===== config.mk =====
export PLATFORM = sky130hd
export DESIGN_NAME = general_demux
export DESIGN_NICKNAME = d
export VERILOG_FILES = /design/src/rtl/general_demux.sv
export SDC_FILE = /design/constraint.sdc
export NUM_CORES = 1
export LEC_CHECK = 0
export CAP_MARGIN = 15
export CORE_ASPECT_RATIO = 1.1
export CORE_UTILIZATION = 56
export CTS_CLUSTER_DIAMETER = 150
export CTS_CLUSTER_SIZE = 40
export DETAILED_ROUTE_END_ITERATION = 7
export PLACE_DENSITY_LB_ADDON = 0.08
export SKIP_LAST_GASP = 1
export SYNTH_ARGS = -nofsm -noshare
export SYNTH_HDL_FRONTEND = slang
export SYNTH_SLANG_ARGS = --single-unit

===== constraint.sdc =====
create_clock -name clk -period 7.65 [get_ports clk]
set_clock_uncertainty 0.05 [all_clocks]
set_input_delay 1.1475 -clock clk [delete_from_list [all_inputs] [get_ports clk]]
set_output_delay 1.1475 -clock clk [all_outputs]
set_load 0.03 [all_outputs]

===== src/rtl/general_demux.sv =====
// Two-lane demultiplexer: each accepted word is routed by in_sel into lane A or lane B.
// Each lane is an independent circular FIFO of DEPTH entries with valid/ready on both sides.
module general_demux #(
    parameter int WORDSIZE = 64,
    parameter int DEPTH    = 2
) (
    input  logic                clk,
    input  logic                rst_n,
    input  logic [WORDSIZE-1:0] in_data,
    input  logic                in_sel,
    input  logic                in_valid,
    output logic                in_ready,
    output logic [WORDSIZE-1:0] out_a_data,
    output logic                out_a_valid,
    input  logic                out_a_ready,
    output logic [WORDSIZE-1:0] out_b_data,
    output logic                out_b_valid,
    input  logic                out_b_ready
);

    localparam int PW = $clog2(DEPTH);
    localparam int CW = $clog2(DEPTH + 1);

    logic [PW-1:0]       wptr_q  [2];
    logic [PW-1:0]       wptr_d  [2];
    logic [PW-1:0]       rptr_q  [2];
    logic [PW-1:0]       rptr_d  [2];
    logic [CW-1:0]       count_q [2];
    logic [CW-1:0]       count_d [2];
    logic [WORDSIZE-1:0] mem_q   [2][DEPTH];
    logic [WORDSIZE-1:0] mem_d   [2][DEPTH];

    logic [1:0] full_s;
    logic [1:0] empty_s;
    logic [1:0] push_s;
    logic [1:0] pop_s;
    logic [1:0] out_ready_s;

    // Lane status, handshakes and exposed head words.
    always_comb begin
        out_ready_s = {out_b_ready, out_a_ready};
        for (int i = 0; i < 2; i++) begin
            full_s[i]  = (count_q[i] == CW'(DEPTH));
            empty_s[i] = (count_q[i] == {CW{1'b0}});
            pop_s[i]   = !empty_s[i] && out_ready_s[i];
        end
        // in_ready depends only on in_sel and registered counts, so a pop cannot free a slot for a same-cycle push.
        if (in_sel) begin
            in_ready = !full_s[1];
        end else begin
            in_ready = !full_s[0];
        end
        push_s[0] = in_valid && in_ready && !in_sel;
        push_s[1] = in_valid && in_ready && in_sel;

        out_a_valid = !empty_s[0];
        out_b_valid = !empty_s[1];
        if (empty_s[0]) begin
            out_a_data = {WORDSIZE{1'b0}};
        end else begin
            out_a_data = mem_q[0][rptr_q[0]];
        end
        if (empty_s[1]) begin
            out_b_data = {WORDSIZE{1'b0}};
        end else begin
            out_b_data = mem_q[1][rptr_q[1]];
        end
    end

    // Next-state for pointers, counts and storage of both lanes.
    always_comb begin
        for (int i = 0; i < 2; i++) begin
            wptr_d[i]  = wptr_q[i];
            rptr_d[i]  = rptr_q[i];
            count_d[i] = count_q[i];
            for (int j = 0; j < DEPTH; j++) begin
                mem_d[i][j] = mem_q[i][j];
            end
            if (push_s[i]) begin
                mem_d[i][wptr_q[i]] = in_data;
                wptr_d[i] = (wptr_q[i] == PW'(DEPTH - 1)) ? {PW{1'b0}} : wptr_q[i] + PW'(1);
            end else begin
                wptr_d[i] = wptr_q[i];
            end
            if (pop_s[i]) begin
                rptr_d[i] = (rptr_q[i] == PW'(DEPTH - 1)) ? {PW{1'b0}} : rptr_q[i] + PW'(1);
            end else begin
                rptr_d[i] = rptr_q[i];
            end
            case ({push_s[i], pop_s[i]})
                2'b10:   count_d[i] = count_q[i] + CW'(1);
                2'b01:   count_d[i] = count_q[i] - CW'(1);
                default: count_d[i] = count_q[i];
            endcase
        end
    end

    // Control state; clearing counts discards stored words immediately.
    always_ff @(posedge clk or negedge rst_n) begin
        if (!rst_n) begin
            for (int i = 0; i < 2; i++) begin
                wptr_q[i]  <= {PW{1'b0}};
                rptr_q[i]  <= {PW{1'b0}};
                count_q[i] <= {CW{1'b0}};
            end
        end else begin
            for (int i = 0; i < 2; i++) begin
                wptr_q[i]  <= wptr_d[i];
                rptr_q[i]  <= rptr_d[i];
                count_q[i] <= count_d[i];
            end
        end
    end

    // Storage is not reset; empty lanes mask their contents to zero.
    always_ff @(posedge clk) begin
        for (int i = 0; i < 2; i++) begin
            for (int j = 0; j < DEPTH; j++) begin
                mem_q[i][j] <= mem_d[i][j];
            end
        end
    end

endmodule


**Yosys cells after proc, flatten, opt, wreduce, memory -nomap -nowiden**

Memories as Yosys holds them, arrays and structs flattened.
Cells that the tools add are included.

- Bits in writable memories: 256
- Memories: 1
- Register bits: 8

Memory list:

| memory | words | width | rd ports | clocked after memory_dff | write ports | line | source |
|---|---|---|---|---|---|---|---|
| mem_q | 2 | 128 | 2 | 0 | 2 | 30 | `logic [WORDSIZE-1:0] mem_q [2][DEPTH];` |

- Add/sub/neg operators: 8
- Reduce and logical (&&, ||, !) cells: 16
- Eq/ne operators: 6
- Muxes and demuxes: 23
- Bitwise gates (word level): 4
- Order comparisons: 6

Operators by type and width:

| cell | number |
|---|---|
| 2-to-1 mux 64 bit | 10 |
| bitwise mux 128 bit | 2 |
| 2-to-1 mux 128 bit | 2 |
| demux 64 bit (select 1 bit) | 2 |
| == test 2 bit (second input constant) | 4 |
| >= comparator 2 bit (second input constant) | 4 |
| inverter 1 -> 2 bit | 4 |
| case mux 2 bit (2 select lines) | 2 |
| logical AND 1 bit | 7 |
| logical NOT 1 bit | 5 |
| 2-to-1 mux 1 bit | 5 |
| adder 1 bit (second input constant) | 4 |
| adder 2 x 1 -> 2 bit (second input constant) | 2 |
| == test 2 x 1 -> 1 bit (second input constant) | 2 |
| logical NOT 2 bit | 2 |
| less-than comparator 2 x 1 -> 1 bit (second input constant) | 2 |
| nonzero test 2 bit | 2 |
| subtractor 2 x 1 -> 2 bit (second input constant) | 2 |

**Logic depth before layout (Yosys ltp)**

- Depth after elaboration: 7
- Depth in mapped cells: 7
- Depth with buffers taken out: 7

**Worst setup path after synthesis**

OpenSTA, ideal clock, no wires.

- Kind: in2reg
- Start: input port in_sel
- End: memory mem_q[0][0] (netlist bit) (enable)
- Library setup time: 0.486 ns
- Setup slack: 3.034 ns
- Buffers on the path: 0
- Arrival: 4.079 ns
- Cell stages on the path: 2
- Path through: nand3b_2 > nor2_1

RTL lines:

| element | line | source |
|---|---|---|
| start: declaration | 10 | `input logic in_sel,` |
| end: declaration | 30 |  |

**Final worst setup path**

- Start: register rptr_q[0] (netlist bit)
- End: output port out_b_data[50]

- Longest elaborated chain between the ends: 5

Ends and longest elaborated chain:

| element | line | source |
|---|---|---|
| start: declaration | 26 | `logic [PW-1:0] rptr_q [2];` |
| start signal: indexed assignment | 103 | `rptr_q[i] <= {PW{1'b0}};` |
| start signal: indexed assignment | 109 | `rptr_q[i] <= rptr_d[i];` |
| inverter 1 -> 2 bit (implied by the code) | 66 | `out_b_data = mem_q[1][rptr_q[1]];` |
| 2-to-1 mux 64 bit (implied by the code) (3 in a row) | 66 |  |
| 2-to-1 mux 64 bit | 63 | `if (empty_s[1]) begin` |
| end: declaration | 16 | `output logic [WORDSIZE-1:0] out_b_data,` |

Every way passes these cells. The select of a mux whose other input is x is not followed.

==> impl_metrics.prom <==
# TYPE chip_impl_metric gauge
chip_impl_metric{name="grt_pass1_wl",unit="um"} 30130
chip_impl_metric{name="clk_path_buf_depth",unit=""} 3
chip_impl_metric{name="total_standard_cell_area_after_synthesis",unit="um^2"} 10280
chip_impl_metric{name="drt_drc_violations_left",unit=""} 0
chip_impl_info{name="tritoncts_clock_tree",value="done"} 1
chip_impl_metric{name="dpl.hpwl",unit="um"} 12460
chip_impl_metric{name="buffer_ports.inserted",unit=""} 200
chip_impl_metric{name="post_drt_via_cell_ratio",unit=""} 5.228
chip_impl_info{name="rsz0062_at_grt",value="false"} 1
chip_impl_metric{name="synth_seq_area_share",unit=""} 0.7673
chip_impl_metric{name="data_arrival_at_the_endpoint_of_the_critical_path",unit="ns"} 3.03
chip_impl_metric{name="tightestPinTransition",unit="ns"} 1.097
chip_impl_info{name="critical_path.endpoint_type",value="output port"} 1
chip_impl_info{name="cpLargestDelayFamily",value="buffers and inverters"} 1
chip_impl_metric{name="layout-area-overhead-vs-synth",unit="%"} 22.78
chip_impl_metric{name="floorplan.die_area",unit="um^2"} 18900
chip_impl_info{name="synth.top_cells.by_count",value="sky130_fd_sc_hd__edfxtp_1, sky130_fd_sc_hd__mux2i_1, sky130_fd_sc_hd__nor2_1, sky130_fd_sc_hd__nor2_2, sky130_fd_sc_hd__buf_12"} 1
chip_impl_metric{name="insertion_delay",unit="ns"} 0.47
chip_impl_metric{name="fin_crit_sh",unit=""} 0.5527
chip_impl_metric{name="via_count_of_the_routed_design",unit=""} 5280
chip_impl_metric{name="grtUsageTotal",unit=""} 0.2095
chip_impl_metric{name="wl_per_cell",unit="um"} 19.52
chip_impl_metric{name="ys_async_sr_fraction",unit=""} 0.03030
chip_impl_info{name="crit_path_start_kind",value="flip-flop"} 1
chip_impl_metric{name="setup-violations-final",unit=""} 0
chip_impl_metric{name="synth.lib_cells_used.distinct",unit=""} 19
chip_impl_metric{name="netlist_instances",unit=""} 579
chip_impl_metric{name="postSynthAreaPerCell",unit="um^2"} 17.75
chip_impl_info{name="synth.most_common_cell",value="sky130_fd_sc_hd__edfxtp_1"} 1
chip_impl_info{name="root_buffer",value="sky130_fd_sc_hd__clkbuf_16"} 1
chip_impl_metric{name="core_region_area",unit="um^2"} 17870
chip_impl_info{name="critPathKind",value="reg -> out"} 1
chip_impl_metric{name="crit_required",unit="ns"} 6.45
chip_impl_metric{name="power_report.internal_total",unit="W"} 0.003052
chip_impl_metric{name="p_switching",unit="W"} 0.002038
chip_impl_metric{name="power_frac_clock",unit=""} 0.130
chip_impl_metric{name="synth_seq_cells",unit=""} 264
chip_impl_info{name="min_path_type",value="reg -> reg"} 1
chip_impl_metric{name="h-tree-depth",unit=""} 1
chip_impl_info{name="slowest_stage",value="sky130_fd_sc_hd__buf_4"} 1
chip_impl_metric{name="cts_hold_buf",unit=""} 0
chip_impl_metric{name="tritoncts.num_buffers",unit=""} 10
chip_impl_metric{name="number_of_global_route_vias_before_repair",unit=""} 5533
chip_impl_metric{name="period_needed",unit="ns"} 4.228
chip_impl_metric{name="cts_sinks",unit=""} 264
chip_impl_metric{name="postCtsResizedCells",unit=""} 0
chip_impl_metric{name="finalNetCount",unit=""} 843
chip_impl_metric{name="chipHeight",unit="um"} 144.1
chip_impl_metric{name="worst_slew_margin_rel",unit=""} 0.2669
chip_impl_metric{name="seq_power_share",unit=""} 0.381
chip_impl_metric{name="grt_overflow_total",unit=""} 0
chip_impl_metric{name="yosys_warnings",unit=""} 0
chip_impl_metric{name="pwr-share-comb",unit=""} 0.489
chip_impl_metric{name="antenna_found_initial",unit=""} 0
chip_impl_metric{name="fin_total_pwr",unit="W"} 0.005090
chip_impl_metric{name="drtIter0Drc",unit=""} 288
chip_impl_info{name="status",value="finished, final reports clean"} 1
chip_impl_metric{name="clock_pin_slew_reported_for_the_worst_setup_and_hold_paths_after_clock_tree_synthesis",unit="ns"} 0.14
chip_impl_metric{name="synth_largest_type_area_fraction",unit=""} 0.7478
chip_impl_metric{name="totalWireLength",unit="um"} 19710
chip_impl_metric{name="critical_path_peak_fanout",unit=""} 45
chip_impl_metric{name="synthesis.nets",unit=""} 651
chip_impl_metric{name="fin_setup_tns",unit="ns"} 0
chip_impl_metric{name="boundaryPins",unit=""} 201
chip_impl_metric{name="start_util",unit=""} 0.5754
chip_impl_metric{name="fmax",unit="MHz"} 236.5
chip_impl_metric{name="placement_rows",unit=""} 51
chip_impl_metric{name="antenna-diode-count",unit=""} 0
chip_impl_metric{name="place.gp.congestion",unit=""} 0.7558
chip_impl_info{name="synth_largest_area_cell",value="sky130_fd_sc_hd__edfxtp_1"} 1
chip_impl_metric{name="final_layout_size_suffix_gt1_frac",unit=""} 0.06865
chip_impl_metric{name="antenna_violating_nets_post_route",unit=""} 0
chip_impl_metric{name="drtPass1Iterations",unit=""} 4
chip_impl_metric{name="p_sw_frac",unit=""} 0.4004
chip_impl_metric{name="hold_viol_final",unit=""} 0
chip_impl_metric{name="power_leakage",unit="nW"} 4.517
chip_impl_info{name="ys_top_cells_by_area",value="sky130_fd_sc_hd__edfxtp_1, sky130_fd_sc_hd__mux2i_1, sky130_fd_sc_hd__nor2_1"} 1
chip_impl_metric{name="grt_max_degree",unit=""} 52
chip_impl_metric{name="power.ir.vdd_worst",unit="uV"} 271.8
chip_impl_metric{name="max_cap_violations",unit=""} 0
chip_impl_metric{name="p_per_area",unit="nW/um^2"} 403.2
chip_impl_metric{name="synth_edf_count",unit=""} 256
chip_impl_metric{name="horiz_die_dim",unit="um"} 131.2
chip_impl_metric{name="cts.repair_timing.setup_buffer_count",unit=""} 0
chip_impl_metric{name="timing.critical_path.slowest_cell_delay",unit="ns"} 0.75
chip_impl_info{name="synthFlopType",value="sky130_fd_sc_hd__edfxtp_1"} 1
chip_impl_metric{name="timing_max_transition_violations_final",unit=""} 0
chip_impl_metric{name="critical_path_buf_inv_count",unit=""} 2
chip_impl_info{name="crit_path_cell_trace",value="buf_4, mux2i_1, nor2_1, clkdlybuf4s50_1"} 1
flip-flops by register name (all words and copies together) (netlist names):
signal	cells
mem_q	256
wptr_q	2
count_q	4
rptr_q	2
power groups by stage:
stage	sequential, W	clock [W]	combinational [W]
3_5_place_dp	0.00197	0	0.00251
4_1_cts	0.00194	0.000677	0.00252
5_1_grt	0.00196	0.000721	0.00263
3_3_place_gp	0.00196	0	0.00249
2_1_floorplan	0.00189	0	0.00173
6_report	0.00194	0.000663	0.00249
metrics by stage:
stage | instances | worst slack, ns | instance area, um^2 | util | hold slack, ns
finish | 1010 | 3.422 | 12620 | 0.7064 | 0.5036
global placement | 997 | 3.855 | 12330 | 0.6899 | 0.4831
detailed placement | 997 | 3.824 | 12330 | 0.6899 | 0.4868
CTS | 1010 | 3.388 | 12620 | 0.7064 | 0.5064
global route | 1010 | 3.275 | 12620 | 0.7064 | 0.5206
floorplan | 579 | 3.034 | 10280 | - | 0.4175
path summary, 6_finish.rpt:
path	start	to	slack, ns	cells after the start
hold reg to reg	count_q[1]	count_q[1]	0.50	1
min in group asynchronous	rst_n	wptr_q[1]	0.88	1
max in group asynchronous	rst_n	rptr_q[0]	6.36	1
setup / recovery	rptr_q[0]	out_b_data[50]	3.42	4
setup reg to reg	count_q[0]	mem_q[1][89]	4.93	4
hold / removal	count_q[1]	count_q[1]	0.50	1
worst register-to-register path, stage by stage (launching register included):
cell                       delay, ns
sky130_fd_sc_hd__dfrtp_1        0.49
sky130_fd_sc_hd__nand2b_1       0.19
sky130_fd_sc_hd__nand3_2        0.19
sky130_fd_sc_hd__nor2_4         0.81
sky130_fd_sc_hd__buf_4          0.62
placed cells by master (no fill, tap or decap), types with 4 or more instances in the layout:
cell | netlist | final
sky130_fd_sc_hd__xnor2_1 | 6 | 6
sky130_fd_sc_hd__xor2_1 | 4 | 4
sky130_fd_sc_hd__clkdlybuf4s50_1 | 0 | 200
sky130_fd_sc_hd__dfrtp_1 | 8 | 6
sky130_fd_sc_hd__clkbuf_16 | 0 | 11
sky130_fd_sc_hd__mux2i_1 | 128 | 128
sky130_fd_sc_hd__nor2_1 | 114 | 110
sky130_fd_sc_hd__edfxtp_1 | 256 | 256
sky130_fd_sc_hd__nor2_4 | 0 | 6
sky130_fd_sc_hd__nor2_2 | 22 | 20
sky130_fd_sc_hd__buf_4 | 8 | 8
cell type report:
type                       count  area [um^2]
inverter                       4        15.01
fill                        1166         5245
tap                          238        297.8
clock inverter                 1        16.27
sequential                   264         7895
clock buffer                  12        279.0
timing repair buffer         208         2062
multi-input combinational    283         2057
routing by layer:
metal | vias up | track usage | share of wire
li1 | 2500 | - | -
met1 | 2619 | 0.2641 | 0.42
met2 | 149 | 0.3785 | 0.51
met3 | 12 | 0.04276 | 0.058
met4 | 0 | 0.04149 | 0.0080
met5 | - | 0 | 0
kinds of logic (layout without fill, tap and decap cells):
kind of cell,count (synthesis),count (layout),synth area share
flip-flops,264,264,0.7673
adder cells (fa/ha/maj),2,2,0.002434
buffers and inverters,32,225,0.03652
AND/OR/NAND/NOR,142,142,0.05952
multiplexers,129,129,0.1257
XOR/XNOR,10,10,0.008520
Power figures use the tool's default switching activity.
